===== src/rtl/alu_pkg.sv =====
// Shared constants and payload types for the shared add/sub unit and its arbiter.
package alu_pkg;

    localparam int unsigned DATA_W    = 16;
    localparam int unsigned DEF_CNT_W = 8;

    localparam logic [DATA_W-1:0] SAT_POS = 16'h7FFF;
    localparam logic [DATA_W-1:0] SAT_NEG = 16'h8000;

    localparam int unsigned REQ0 = 0;
    localparam int unsigned REQ1 = 1;

    // Operation presented to the shared adder
    typedef struct packed {
        logic [DATA_W-1:0] a;
        logic [DATA_W-1:0] b;
        logic              sub;
    } op_t;

    // Result held in a response buffer
    typedef struct packed {
        logic [DATA_W-1:0] sum;
        logic              ovfl;
    } res_t;

endpackage


===== src/rtl/adder.sv =====
// 16-bit two's complement saturating add/sub; combinational.
module adder
    import alu_pkg::*;
(
    input  logic [DATA_W-1:0] a,
    input  logic [DATA_W-1:0] b,
    input  logic              sub,
    output logic [DATA_W-1:0] sum,
    output logic              ovfl
);

    logic [DATA_W:0] ext_a;
    logic [DATA_W:0] ext_b;
    logic [DATA_W:0] raw;

    // One extra sign bit gives the true result sign; overflow when it disagrees with bit 15
    always_comb begin
        ext_a = {a[DATA_W-1], a};
        ext_b = {b[DATA_W-1], b};
        raw   = sub ? (ext_a - ext_b) : (ext_a + ext_b);
        ovfl  = raw[DATA_W] ^ raw[DATA_W-1];
        sum   = raw[DATA_W-1:0];
        if (ovfl) begin
            sum = raw[DATA_W] ? SAT_NEG : SAT_POS;
        end
    end

endmodule


===== src/rtl/rr_arb2.sv =====
// Two-input round-robin arbiter; last_grant resets to 1 so input 0 wins first contention.
module rr_arb2 (
    input  logic       clk,
    input  logic       rst_n,
    input  logic [1:0] elig,
    output logic [1:0] gnt
);

    logic last_grant_q;
    logic last_grant_d;

    // Grant selection and last-grant tracking
    always_comb begin
        gnt          = 2'b00;
        last_grant_d = last_grant_q;
        if (elig == 2'b11) begin
            gnt = last_grant_q ? 2'b01 : 2'b10;
        end else begin
            gnt = elig;
        end
        if (gnt[1]) begin
            last_grant_d = 1'b1;
        end else if (gnt[0]) begin
            last_grant_d = 1'b0;
        end
    end

    // Last-grant register
    always_ff @(posedge clk or negedge rst_n) begin
        if (!rst_n) begin
            last_grant_q <= 1'b1;
        end else begin
            last_grant_q <= last_grant_d;
        end
    end

endmodule


===== src/rtl/adder_arbiter.sv =====
// Shares one saturating add/sub unit between two requesters with per-requester response buffers.
module adder_arbiter
    import alu_pkg::*;
#(
    parameter int unsigned CNT_W = DEF_CNT_W
) (
    input  logic              clk,
    input  logic              rst_n,
    input  logic              req0_valid,
    output logic              req0_ready,
    input  logic [DATA_W-1:0] req0_a,
    input  logic [DATA_W-1:0] req0_b,
    input  logic              req0_sub,
    input  logic              req1_valid,
    output logic              req1_ready,
    input  logic [DATA_W-1:0] req1_a,
    input  logic [DATA_W-1:0] req1_b,
    input  logic              req1_sub,
    output logic              rsp0_valid,
    input  logic              rsp0_ready,
    output logic [DATA_W-1:0] rsp0_sum,
    output logic              rsp0_ovfl,
    output logic              rsp1_valid,
    input  logic              rsp1_ready,
    output logic [DATA_W-1:0] rsp1_sum,
    output logic              rsp1_ovfl,
    output logic [CNT_W-1:0]  ovfl_cnt,
    input  logic              cnt_clr
);

    logic [1:0]       elig_c;
    logic [1:0]       gnt_c;
    op_t              op_c;
    res_t             res_c;
    logic [1:0]       rsp_ready_c;

    logic [1:0]       rsp_valid_q;
    logic [1:0]       rsp_valid_d;
    res_t [1:0]       rsp_res_q;
    res_t [1:0]       rsp_res_d;
    logic [CNT_W-1:0] cnt_q;
    logic [CNT_W-1:0] cnt_d;

    // Eligibility: request pending and its buffer free or draining this cycle; nothing during reset
    always_comb begin
        rsp_ready_c       = {rsp1_ready, rsp0_ready};
        elig_c[REQ0]      = rst_n & req0_valid & (~rsp_valid_q[REQ0] | rsp_ready_c[REQ0]);
        elig_c[REQ1]      = rst_n & req1_valid & (~rsp_valid_q[REQ1] | rsp_ready_c[REQ1]);
    end

    rr_arb2 u_arb (
        .clk   (clk),
        .rst_n (rst_n),
        .elig  (elig_c),
        .gnt   (gnt_c)
    );

    // Operand mux: requester 0 unless requester 1 is granted
    always_comb begin
        op_c = '{a: req0_a, b: req0_b, sub: req0_sub};
        if (gnt_c[REQ1]) begin
            op_c = '{a: req1_a, b: req1_b, sub: req1_sub};
        end
    end

    adder u_adder (
        .a    (op_c.a),
        .b    (op_c.b),
        .sub  (op_c.sub),
        .sum  (res_c.sum),
        .ovfl (res_c.ovfl)
    );

    // Response buffers: load on grant, else clear on drain, else hold
    always_comb begin
        rsp_valid_d = rsp_valid_q;
        rsp_res_d   = rsp_res_q;
        for (int i = 0; i < 2; i++) begin
            rsp_valid_d[i] = gnt_c[i] | (rsp_valid_q[i] & ~rsp_ready_c[i]);
            if (gnt_c[i]) begin
                rsp_res_d[i] = res_c;
            end
        end
    end

    // Overflow event counter: clear wins, saturates at all-ones
    always_comb begin
        cnt_d = cnt_q;
        if (cnt_clr) begin
            cnt_d = '0;
        end else if ((|gnt_c) && res_c.ovfl && !(&cnt_q)) begin
            cnt_d = cnt_q + CNT_W'(1);
        end
    end

    // State registers
    always_ff @(posedge clk or negedge rst_n) begin
        if (!rst_n) begin
            rsp_valid_q <= '0;
            rsp_res_q   <= '0;
            cnt_q       <= '0;
        end else begin
            rsp_valid_q <= rsp_valid_d;
            rsp_res_q   <= rsp_res_d;
            cnt_q       <= cnt_d;
        end
    end

    assign req0_ready = gnt_c[REQ0];
    assign req1_ready = gnt_c[REQ1];
    assign rsp0_valid = rsp_valid_q[REQ0];
    assign rsp0_sum   = rsp_res_q[REQ0].sum;
    assign rsp0_ovfl  = rsp_res_q[REQ0].ovfl;
    assign rsp1_valid = rsp_valid_q[REQ1];
    assign rsp1_sum   = rsp_res_q[REQ1].sum;
    assign rsp1_ovfl  = rsp_res_q[REQ1].ovfl;
    assign ovfl_cnt   = cnt_q;

endmodule

===== config.mk =====
export PLATFORM = sky130hd
export DESIGN_NAME = adder_arbiter
export DESIGN_NICKNAME = d
export VERILOG_FILES = /design/src/rtl/alu_pkg.sv /design/src/rtl/adder.sv /design/src/rtl/rr_arb2.sv /design/src/rtl/adder_arbiter.sv
export SDC_FILE = /design/constraint.sdc
export NUM_CORES = 1
export LEC_CHECK = 0
export BUFFER_PORTS_ARGS = -buffer_cell sky130_fd_sc_hd__buf_2
export CAP_MARGIN = 10
export CORE_MARGIN = 8
export CORE_UTILIZATION = 44
export DETAILED_ROUTE_END_ITERATION = 8
export PLACE_DENSITY = 0.71
export SLEW_MARGIN = 20
export SYNTH_ARGS = -nofsm -noshare
export SYNTH_HDL_FRONTEND = slang
export SYNTH_SLANG_ARGS = --single-unit

===== constraint.sdc =====
create_clock -name clk -period 7.8 [get_ports clk]
set_clock_uncertainty 0.05 [all_clocks]
set_input_delay 2.34 -clock clk [delete_from_list [all_inputs] [get_ports clk]]
set_output_delay 2.34 -clock clk [all_outputs]
set_load 0.01 [all_outputs]

==> results.sh, run 1 <==
export IMPL_status="finished, final reports clean"
export IMPL_wl_met2_um=4330
export IMPL_cap_violations=0
export IMPL_crit_fanout=11
export IMPL_hold_buffers=0
export IMPL_dr_pass1_iters=4
export IMPL_cts_setup_buffers=0
export IMPL_finalCriticalPeriod_ns=7.18
export IMPL_syn_area_per_cell_sq_um=7.81
export IMPL_cp_startpoint="rsp0_ready"
export IMPL_async_flop_share_pct=100
export IMPL_ys_warn_count=0
export IMPL_routabilityCongestion=0.887
export IMPL_power_leakage_uw=0.00231
export IMPL_fillers=805
export IMPL_wire_per_inst_um=14.6
export IMPL_syn_area_sq_mm=0.00371
export IMPL_clockBufferDepth=2
export IMPL_max_freq_mhz=139
export IMPL_synth_compound_area_share_pct=18.1
export IMPL_grt_max_degree=48
export IMPL_worstMarginPinSlew_ns=0.643
export IMPL_worst_setup_path_type="primary input to register"
export IMPL_synth_top_family_by_area="simple AND/OR/NAND/NOR gates"
export IMPL_grt_overflow=0
export IMPL_arrival_ns=7.35
export IMPL_synth_area_top_cells="dfrtp_1 (30%), nand2_1 (11%), o21ai_0 (6.7%)"
export IMPL_synthMuxAreaShare_pct=5.43
export IMPL_synth_xor_area_share_pct=10.4
export IMPL_wl_um=10100
export IMPL_wl_met3_um=672
export IMPL_synth_cell_types=53
export IMPL_io_pins=119
export IMPL_grt_pass1_vias=3700
export IMPL_clkTransAtPathRegs_ns=0.08
export IMPL_cts_repair_resized=0
export IMPL_p_seq_share_pct=31.8
export IMPL_ant_nets=0
export IMPL_synth_ff_type="dfrtp_1"
export IMPL_final_layout_size_suffix_gt1_share_pct=24.6
export IMPL_placed_area_sq_mm=0.00442
export IMPL_power_uw=1190
export IMPL_netlist_area_leader_share_pct=29.7
export IMPL_areaGrowthSynthToFinish_pct=21.7
export IMPL_synthAdderAreaFrac_pct=7.96
export IMPL_grt_first_pass_wirelength_um=16800
export IMPL_clk_latency_ns=0.29
export IMPL_required_ns=7.97
export IMPL_finalHoldViolations=0
export IMPL_setup_violations=0
export IMPL_p_per_area_mw_per_mm2=263
export IMPL_yosysTopAreaCell="dfrtp_1"
export IMPL_highest_signal_layer="met4"
export IMPL_nNetsFinal=680
export IMPL_switching_share_pct=43.3
export IMPL_start_util_pct=45.2
export IMPL_cts_sinks=45
export IMPL_p_comb_share_pct=55.4
export IMPL_antenna_found_initial=0
export IMPL_die_area_sq_mm=0.0116
export IMPL_p_switching_uw=514
export IMPL_ys_seq_area_share_pct=30.4
export IMPL_rows=33
export IMPL_dp_slack_ns=0.379
export IMPL_post_route_period_util_pct=92.0
export IMPL_core_sq_mm=0.00822
export IMPL_slew_violations=0
export IMPL_rsz0062_at_grt="no"
export IMPL_vdd_drop_max_mv=0.108
export IMPL_grt_use_total_pct=17.2
export IMPL_fin_ws_ns=0.621
export IMPL_max_slew_margin_pct=56.7
export IMPL_synth_simple_gate_area_share_pct=24.8
export IMPL_fp_dieH_um=108
export IMPL_synth_edf_count=0
export IMPL_fp_dieW_um=108
export IMPL_io_buffers=118
export IMPL_multiInputGateArea_sq_mm=0.00249
export IMPL_final_area_sq_mm=0.00452
export IMPL_hold_path_class="register to register"
export IMPL_syn_num_nets=567
export IMPL_m1WireLength_um=5010
export IMPL_intPower_uw=673
export IMPL_clock_power_share_pct=12.9
export IMPL_drt_iter0_drc=183
export IMPL_root_buffer="clkbuf_8"
export IMPL_ff_latch_area_sq_mm=0.00113
export IMPL_antenna_cells=0
export IMPL_synthCells=475
export IMPL_vias=3714
export IMPL_ys_ff_latch=45
export IMPL_hp_start="rsp0_sum[2]"
export IMPL_cts_max_level=2
export IMPL_cts_tree="done"
export IMPL_avgViaCountPerCell=5.35
export IMPL_setup_tns_ns=0
export IMPL_drc_errors=0
export IMPL_reg2reg_from="u_arb.last_grant_q"
export IMPL_dp_hpwl_um=8240
export IMPL_numCtsBuffers=5
export IMPL_crit_path_end_kind="register"
export IMPL_startpoint_type="primary input"
metal layers:
layer | global-route usage (%) | vias to the layer above
met2 | 26.9 | 137
met5 | 0 | -
met4 | 3.96 | 0
met3 | 3.05 | 7
met1 | 23.9 | 1693
li1 | - | 1877
placed cells by master (no fill, tap or decap), types with 16 or more instances in the layout:
| master | count |
|---|---|
| nand2_1 | 110 |
| o21ai_0 | 50 |
| xnor2_1 | 18 |
| a21oi_1 | 27 |
| xor2_1 | 16 |
| ha_1 | 18 |
| mux2i_1 | 19 |
| nor2_1 | 42 |
| buf_2 | 118 |
| dfrtp_1 | 44 |
power by group through the flow:
stage	registers, uW	logic [uW]	clock network (uW)
floorplan	418	405	0
global placement	379	644	0
detailed placement	382	657	0
CTS	377	660	156
global route	389	733	166
finish	377	657	153
metrics by stage:
step | instances | utilization (%) | hold slack, ns
floorplan | 475 | - | 0.451
global placement | 686 | 53.8 | 0.408
detailed placement | 686 | 53.8 | 0.415
CTS | 694 | 55.0 | 0.432
global route | 694 | 55.0 | 0.449
finish | 694 | 55.0 | 0.427
area by class of cell:
type / count / share of cell area, %
inverters: 10 / 0.831
clock inverters: 1 / 0.111
clock buffers: 7 / 2.13
multi-input cells: 403 / 55.2
flip-flops and latches: 45 / 25.0
well taps: 105 / 2.91
repair buffers: 123 / 13.9
cells by family after synthesis:
group,count (synthesis)
mux,20
buf+inv,27
flops,45
simple gates,207
fa+ha+maj,24
compound gates,114
xor+xnor,38
registers in the layout (all words and copies together) (netlist names):
name	flops
rsp_valid_q	2
rsp0_sum	16
rsp0_ovfl	1
u_arb.last_grant_q	1
ovfl_cnt	8
rsp1_sum	16
rsp1_ovfl	1
final timing paths:
path	to	slack [ns]	cells after the start
worst max-delay path	ovfl_cnt[3]	0.62	19
worst min-delay path	rsp0_sum[2]	0.43	2
worst max register to register	ovfl_cnt[3]	2.33	17
worst min register to register	rsp0_sum[2]	0.43	2
max in group asynchronous	ovfl_cnt[5]	5.14	2
min in group asynchronous	rsp1_sum[2]	2.17	2
critical path, stage by stage:
cell and delay, ns:
buf_2 0.11, nor2b_1 0.22, o2111ai_4 0.23, inv_1 0.14, mux2i_1 0.27, ha_1 0.30
nand4_1 0.10, mux2i_1 0.38, nor2_1 0.11, xor2_1 0.18, ha_1 0.35, a21oi_1 0.25
o21ai_0 0.16, a211oi_1 0.37, a21oi_1 0.14, nor3b_2 0.48, xnor3_1 0.68, or3_1 0.40
a21oi_1 0.14
synthesized netlist by cell type, types with 2 or more instances:
cell type / instances
nor4_1: 4
nand3_1: 6
a21oi_1: 27
a211o_1: 3
buf_1: 3
o21ai_1: 3
o31ai_1: 4
nor3_1: 9
xnor2_1: 18
a21boi_0: 2
or2_2: 2
maj3_1: 5
nand2b_1: 7
a31oi_1: 6
ha_1: 18
dfrtp_1: 44
inv_1: 10
o2111ai_1: 2
and3_1: 2
a211oi_1: 2
o21ai_0: 50
nand2_1: 110
xnor3_1: 2
or3_1: 6
and2_1: 3
nor2_1: 42
a21o_1: 6
nand4_1: 4
mux2i_1: 19
nor2b_1: 5
xor2_1: 16
clkbuf_1: 13
nor3_2: 2
Note: power is estimated with default switching activity, not from simulation.
==> run 2: changes to the inputs <==
--- a/config.mk
+++ b/config.mk
@@ -11,2 +11,3 @@
 export CORE_UTILIZATION = 44
+export CTS_CLUSTER_SIZE = 8
 export DETAILED_ROUTE_END_ITERATION = 8
==> constraint.sdc (replaced) <==
create_clock -name clk -period 7.8 [get_ports clk]
set_clock_uncertainty 0.05 [all_clocks]
set_input_delay 0 -clock clk [delete_from_list [all_inputs] [get_ports clk]]
set_output_delay 0 -clock clk [all_outputs]
set_load 0.01 [all_outputs]
==> results.sh, run 2 (same netlist as run 1, synthesis figures left out) <==
export IMPL_status="finished, final reports clean"
export IMPL_io_pins=119
export IMPL_vdd_drop_max_mv=0.0919
export IMPL_cts_max_level=2
export IMPL_multiInputGateArea_sq_mm=0.00249
export IMPL_setup_violations=0
export IMPL_drt_iter0_drc=186
export IMPL_setup_tns_ns=0
export IMPL_post_route_period_util_pct=75.2
export IMPL_areaGrowthSynthToFinish_pct=21.6
export IMPL_worstMarginPinSlew_ns=0.722
export IMPL_power_leakage_uw=0.00229
export IMPL_cts_tree="done"
export IMPL_grt_overflow=0
export IMPL_antenna_cells=0
export IMPL_core_sq_mm=0.00822
export IMPL_io_buffers=118
export IMPL_dr_pass1_iters=4
export IMPL_critPathMaxStageDelay_ns=0.68
export IMPL_hold_path_class="primary input to register"
export IMPL_startpoint_type="register"
export IMPL_start_util_pct=45.2
export IMPL_required_ns=7.97
export IMPL_wire_per_inst_um=14.7
export IMPL_crit_fanout=66
export IMPL_worst_setup_path_type="register to register"
export IMPL_rows=33
export IMPL_critical_path_cell_chain="nand2_1 > o2111ai_4 > buf_4 > mux2i_1 > ha_1 > nand4_1 > mux2i_1 > nand2_1 > o21ai_0 > xnor2_1 > ha_1 > nor2b_1 > a222oi_1 > o21ai_0 > nor3b_2 > xnor3_1 > or3_1 > a21oi_1"
export IMPL_arrival_ns=6.04
export IMPL_cts_sinks=45
export IMPL_cap_violations=0
export IMPL_final_layout_size_suffix_gt1_share_pct=23.7
export IMPL_fp_dieH_um=108
export IMPL_slew_violations=0
export IMPL_p_per_area_mw_per_mm2=260
export IMPL_crit_path_end_kind="register"
export IMPL_ant_nets=0
export IMPL_grt_pass1_vias=3791
export IMPL_dp_hpwl_um=8240
export IMPL_avgViaCountPerCell=5.34
export IMPL_die_area_sq_mm=0.0116
export IMPL_nNetsFinal=681
export IMPL_routabilityCongestion=0.859
export IMPL_fp_dieW_um=108
export IMPL_root_buffer="clkbuf_8"
export IMPL_wl_um=10200
export IMPL_clk_latency_ns=0.29
export IMPL_cp_slowest_cell="xnor3_1"
export IMPL_cts_setup_buffers=0
export IMPL_max_freq_mhz=170
export IMPL_fillers=815
export IMPL_cts_repair_resized=0
export IMPL_final_common_cell="buf_2"
export IMPL_clkTransAtPathRegs_ns=0.08
export IMPL_grt_use_total_pct=17.6
export IMPL_grt_max_degree=67
export IMPL_drc_errors=0
export IMPL_numCtsBuffers=5
export IMPL_max_slew_margin_pct=51.8
export IMPL_ff_latch_area_sq_mm=0.00113
export IMPL_clockBufferDepth=2
export IMPL_rsz0062_at_grt="no"
export IMPL_utilization_pct=54.9
export IMPL_vias=3709
export IMPL_antenna_found_initial=0
export IMPL_finalCriticalPeriod_ns=5.87
export IMPL_final_cell_mix="buf_2 (118), nand2_1 (110), o21ai_0 (50)"
export IMPL_finalHoldViolations=0
export IMPL_grt_first_pass_wirelength_um=17200
-- run 2: routing by layer --
metal | share of wire [%] | vias to the layer above | track usage (%)
met5 | 0 | - | 0
met4 | 0.89 | 0 | 4.46
met3 | 7.4 | 6 | 3.77
met2 | 44 | 127 | 28.5
met1 | 48 | 1698 | 23.2
li1 | - | 1878 | -
-- run 2: path summary, 6_finish.rpt --
check | start | end | slack, ns | depth (start not counted)
setup reg to reg | u_arb.last_grant_q | ovfl_cnt[3] | 1.93 | 18
setup / recovery | u_arb.last_grant_q | ovfl_cnt[3] | 1.93 | 18
max in group asynchronous | rst_n | ovfl_cnt[5] | 6.93 | 3
hold reg to reg | rsp0_sum[2] | rsp0_sum[2] | 0.43 | 2
hold / removal | rsp1_ready | rsp_valid_q[1] | 0.05 | 3
min in group asynchronous | rst_n | rsp0_sum[2] | 0.38 | 3
-- run 2: cell type report --
| class | instances | area share [%] |
|---|---|---|
| clock buffer | 8 | 1.77 |
| inverter | 10 | 0.832 |
| multi-input combinational | 403 | 55.2 |
| sequential | 45 | 25.0 |
| tap | 105 | 2.91 |
| timing repair buffer | 124 | 14.3 |
-- run 2: report_power, final --
part           switching, uW  leakage (uW)  internal, uW  total (uW)
clock network           72.0     0.0000395          63.7         136
registers               52.7      0.000562           324         377
logic                    392       0.00169           268         661
-- run 2: repair_timing --
item	CTS	global route
setup endpoints to repair	0	0
hold buffers	3	0
hold endpoints to repair	53	0
-- run 2: through the flow --
step	total power (uW)	instances	hold WS [ns]	instance area, sq um	setup WS (ns)
finish	1170	695	0.0473	4510	1.93
global route	1280	695	0.0615	4510	1.36
CTS	1180	695	0.0405	4510	1.93
detailed placement	1040	684	0.196	4400	1.98
global placement	1020	684	0.184	4400	2.17
floorplan	822	475	-0.346	3710	2.07
-- run 2: worst max-delay path: cells and delay by family, from the launching register on --
| kind | cells | cell delay (ns) |
|---|---|---|
| multiplexers | 2 | 0.68 |
| buffers and inverters | 1 | 0.59 |
| flip-flops | 1 | 0.55 |
| AND/OR/NAND/NOR | 6 | 1.37 |
| XOR/XNOR | 2 | 0.79 |
| adder cells (fa/ha/maj) | 2 | 0.65 |
| AO/OA/AOI/OAI | 5 | 1.08 |
==> run 3: changes to the inputs <==
- PLACE_DENSITY: 0.71 -> 0.73
- clock period: 7.8 -> 5.25 ns (I/O delays scaled with it)
==> results.sh, run 3 (same netlist as run 1, synthesis figures left out) <==
export IMPL_post_route_period_util_pct=94.1
export IMPL_dp_hpwl_um=8250
export IMPL_grt_first_pass_wirelength_um=17300
export IMPL_die_area_sq_mm=0.0116
export IMPL_status="finished, final reports clean"
export IMPL_cts_tree="done"
export IMPL_antenna_cells=0
export IMPL_arrival_ns=5.11
export IMPL_vdd_drop_max_mv=0.134
export IMPL_clock_power_share_pct=11.4
export IMPL_cts_sinks=45
export IMPL_core_sq_mm=0.00822
export IMPL_root_buffer="clkbuf_8"
export IMPL_clk_latency_ns=0.29
export IMPL_dr_pass1_iters=4
export IMPL_max_slew_margin_pct=52.7
export IMPL_final_layout_size_suffix_gt1_share_pct=25.9
export IMPL_p_per_area_mw_per_mm2=387
export IMPL_crit_path_end_kind="register"
export IMPL_routabilityCongestion=0.847
export IMPL_ant_nets=0
export IMPL_crit_fanout=38
export IMPL_final_common_cell="buf_2"
export IMPL_setup_tns_ns=0
export IMPL_finalHoldViolations=0
export IMPL_max_freq_mhz=202
export IMPL_antenna_found_initial=0
export IMPL_drt_iter0_drc=129
export IMPL_final_area_sq_mm=0.00462
export IMPL_io_pins=119
export IMPL_p_switching_uw=787
export IMPL_fillers=785
export IMPL_numCtsBuffers=5
export IMPL_start_util_pct=45.2
export IMPL_setup_violations=0
export IMPL_cts_max_level=2
export IMPL_power_leakage_uw=0.00235
export IMPL_p_seq_share_pct=31.4
export IMPL_clockBufferDepth=2
export IMPL_startpoint_type="register"
export IMPL_grt_overflow=0
export IMPL_wire_per_inst_um=14.6
export IMPL_nNetsFinal=689
export IMPL_switching_share_pct=44.0
export IMPL_placed_area_sq_mm=0.00444
export IMPL_drc_errors=0
export IMPL_worstMarginPinSlew_ns=0.702
export IMPL_cap_violations=0
export IMPL_wl_um=10300
export IMPL_finalCriticalPeriod_ns=4.94
export IMPL_final_cell_mix="buf_2 (118), nand2_1 (110), o21ai_0 (49)"
export IMPL_worst_setup_path_type="register to register"
export IMPL_required_ns=5.42
export IMPL_hold_path_class="primary input to register"
export IMPL_grt_pass1_vias=3784
export IMPL_vias=3769
export IMPL_avgViaCountPerCell=5.36
export IMPL_intPower_uw=1000
export IMPL_grt_max_degree=48
export IMPL_areaGrowthSynthToFinish_pct=24.6
export IMPL_clkTransAtPathRegs_ns=0.07
export IMPL_fp_dieW_um=108
export IMPL_io_buffers=118
export IMPL_grt_use_total_pct=17.7
export IMPL_rows=33
export IMPL_p_comb_share_pct=57.2
export IMPL_fp_dieH_um=108
export IMPL_slew_violations=0
==> run 3: timing repair <==
| action | in CTS | in global routing |
|---|---|---|
| setup endpoints to repair | 0 | 8 |
| endpoints found under the hold margin | 53 | 0 |
| gates resized for setup | 0 | 6 |
| hold buffers | 3 | 0 |
| buffers inserted | 0 | 4 |
==> run 3: final timing paths <==
kind / slack (ns) / start / endpoint / cells after the start
worst max-delay path: 0.31 / u_arb.last_grant_q / ovfl_cnt[3] / 15
worst min-delay path: 0.03 / req0_valid / u_arb.last_grant_q / 3
worst max register to register: 0.31 / u_arb.last_grant_q / ovfl_cnt[3] / 15
worst min register to register: 0.43 / rsp1_sum[4] / rsp1_sum[4] / 2
max in group asynchronous: 4.37 / rst_n / u_arb.last_grant_q / 3
min in group asynchronous: 0.38 / rst_n / rsp1_sum[5] / 3
==> run 3: power groups by stage <==
| stage | logic, uW | registers [uW] | clock network (uW) |
|---|---|---|---|
| after floorplan | 600 | 620 | 0 |
| after global placement | 964 | 561 | 0 |
| after detailed placement | 986 | 569 | 0 |
| after CTS | 992 | 563 | 208 |
| after global routing | 1140 | 581 | 223 |
| final | 1020 | 562 | 204 |
==> run 3: routing by layer <==
layer  track usage [%]  share of wire, %  vias up
met2              28.0                43      149
met1              23.6                47     1707
met5                 0                 0        -
li1                  -                 -     1902
met3              4.07               8.2       11
met4              5.15               1.2        0
==> run 3: per-stage QoR <==
| stage | total power, uW | hold WS, ns | std cells | worst slack, ns | utilization (%) |
|---|---|---|---|---|---|
| after floorplan | 1220 | -0.346 | 475 | 0.149 | - |
| after global placement | 1530 | 0.182 | 687 | 0.359 | 54.0 |
| after detailed placement | 1560 | 0.180 | 687 | 0.189 | 54.0 |
| after CTS | 1760 | 0.0269 | 698 | 0.147 | 55.4 |
| after global routing | 1950 | 0.0480 | 703 | -0.0410 | 56.3 |
| final | 1790 | 0.0330 | 703 | 0.309 | 56.3 |
==> run 3: worst max-delay path: stages, from the launching register on <==
cell	delay [ns]
dfstp_2	0.54
nand2_1	0.08
o2111ai_4	0.26
buf_12	0.25
mux2i_1	0.31
ha_2	0.33
o21ai_0	0.36
fa_1	0.31
a211oi_1	0.09
o21ai_1	0.27
o2111ai_1	0.19
and4_1	0.24
o31ai_2	0.46
xnor3_2	0.60
or3_1	0.37
a21oi_1	0.14
==> run 3: final cells by class <==
| class | count | area (sq um) | share of cell area, % |
|---|---|---|---|
| multi-input combinational | 404 | 2530 | 54.8 |
| sequential | 45 | 1130 | 24.4 |
| timing repair buffer | 131 | 708 | 15.3 |
| tap | 105 | 131 | 2.84 |
| clock buffer | 6 | 72.6 | 1.57 |
| inverter | 10 | 41.3 | 0.893 |
| clock inverter | 2 | 10.0 | 0.217 |
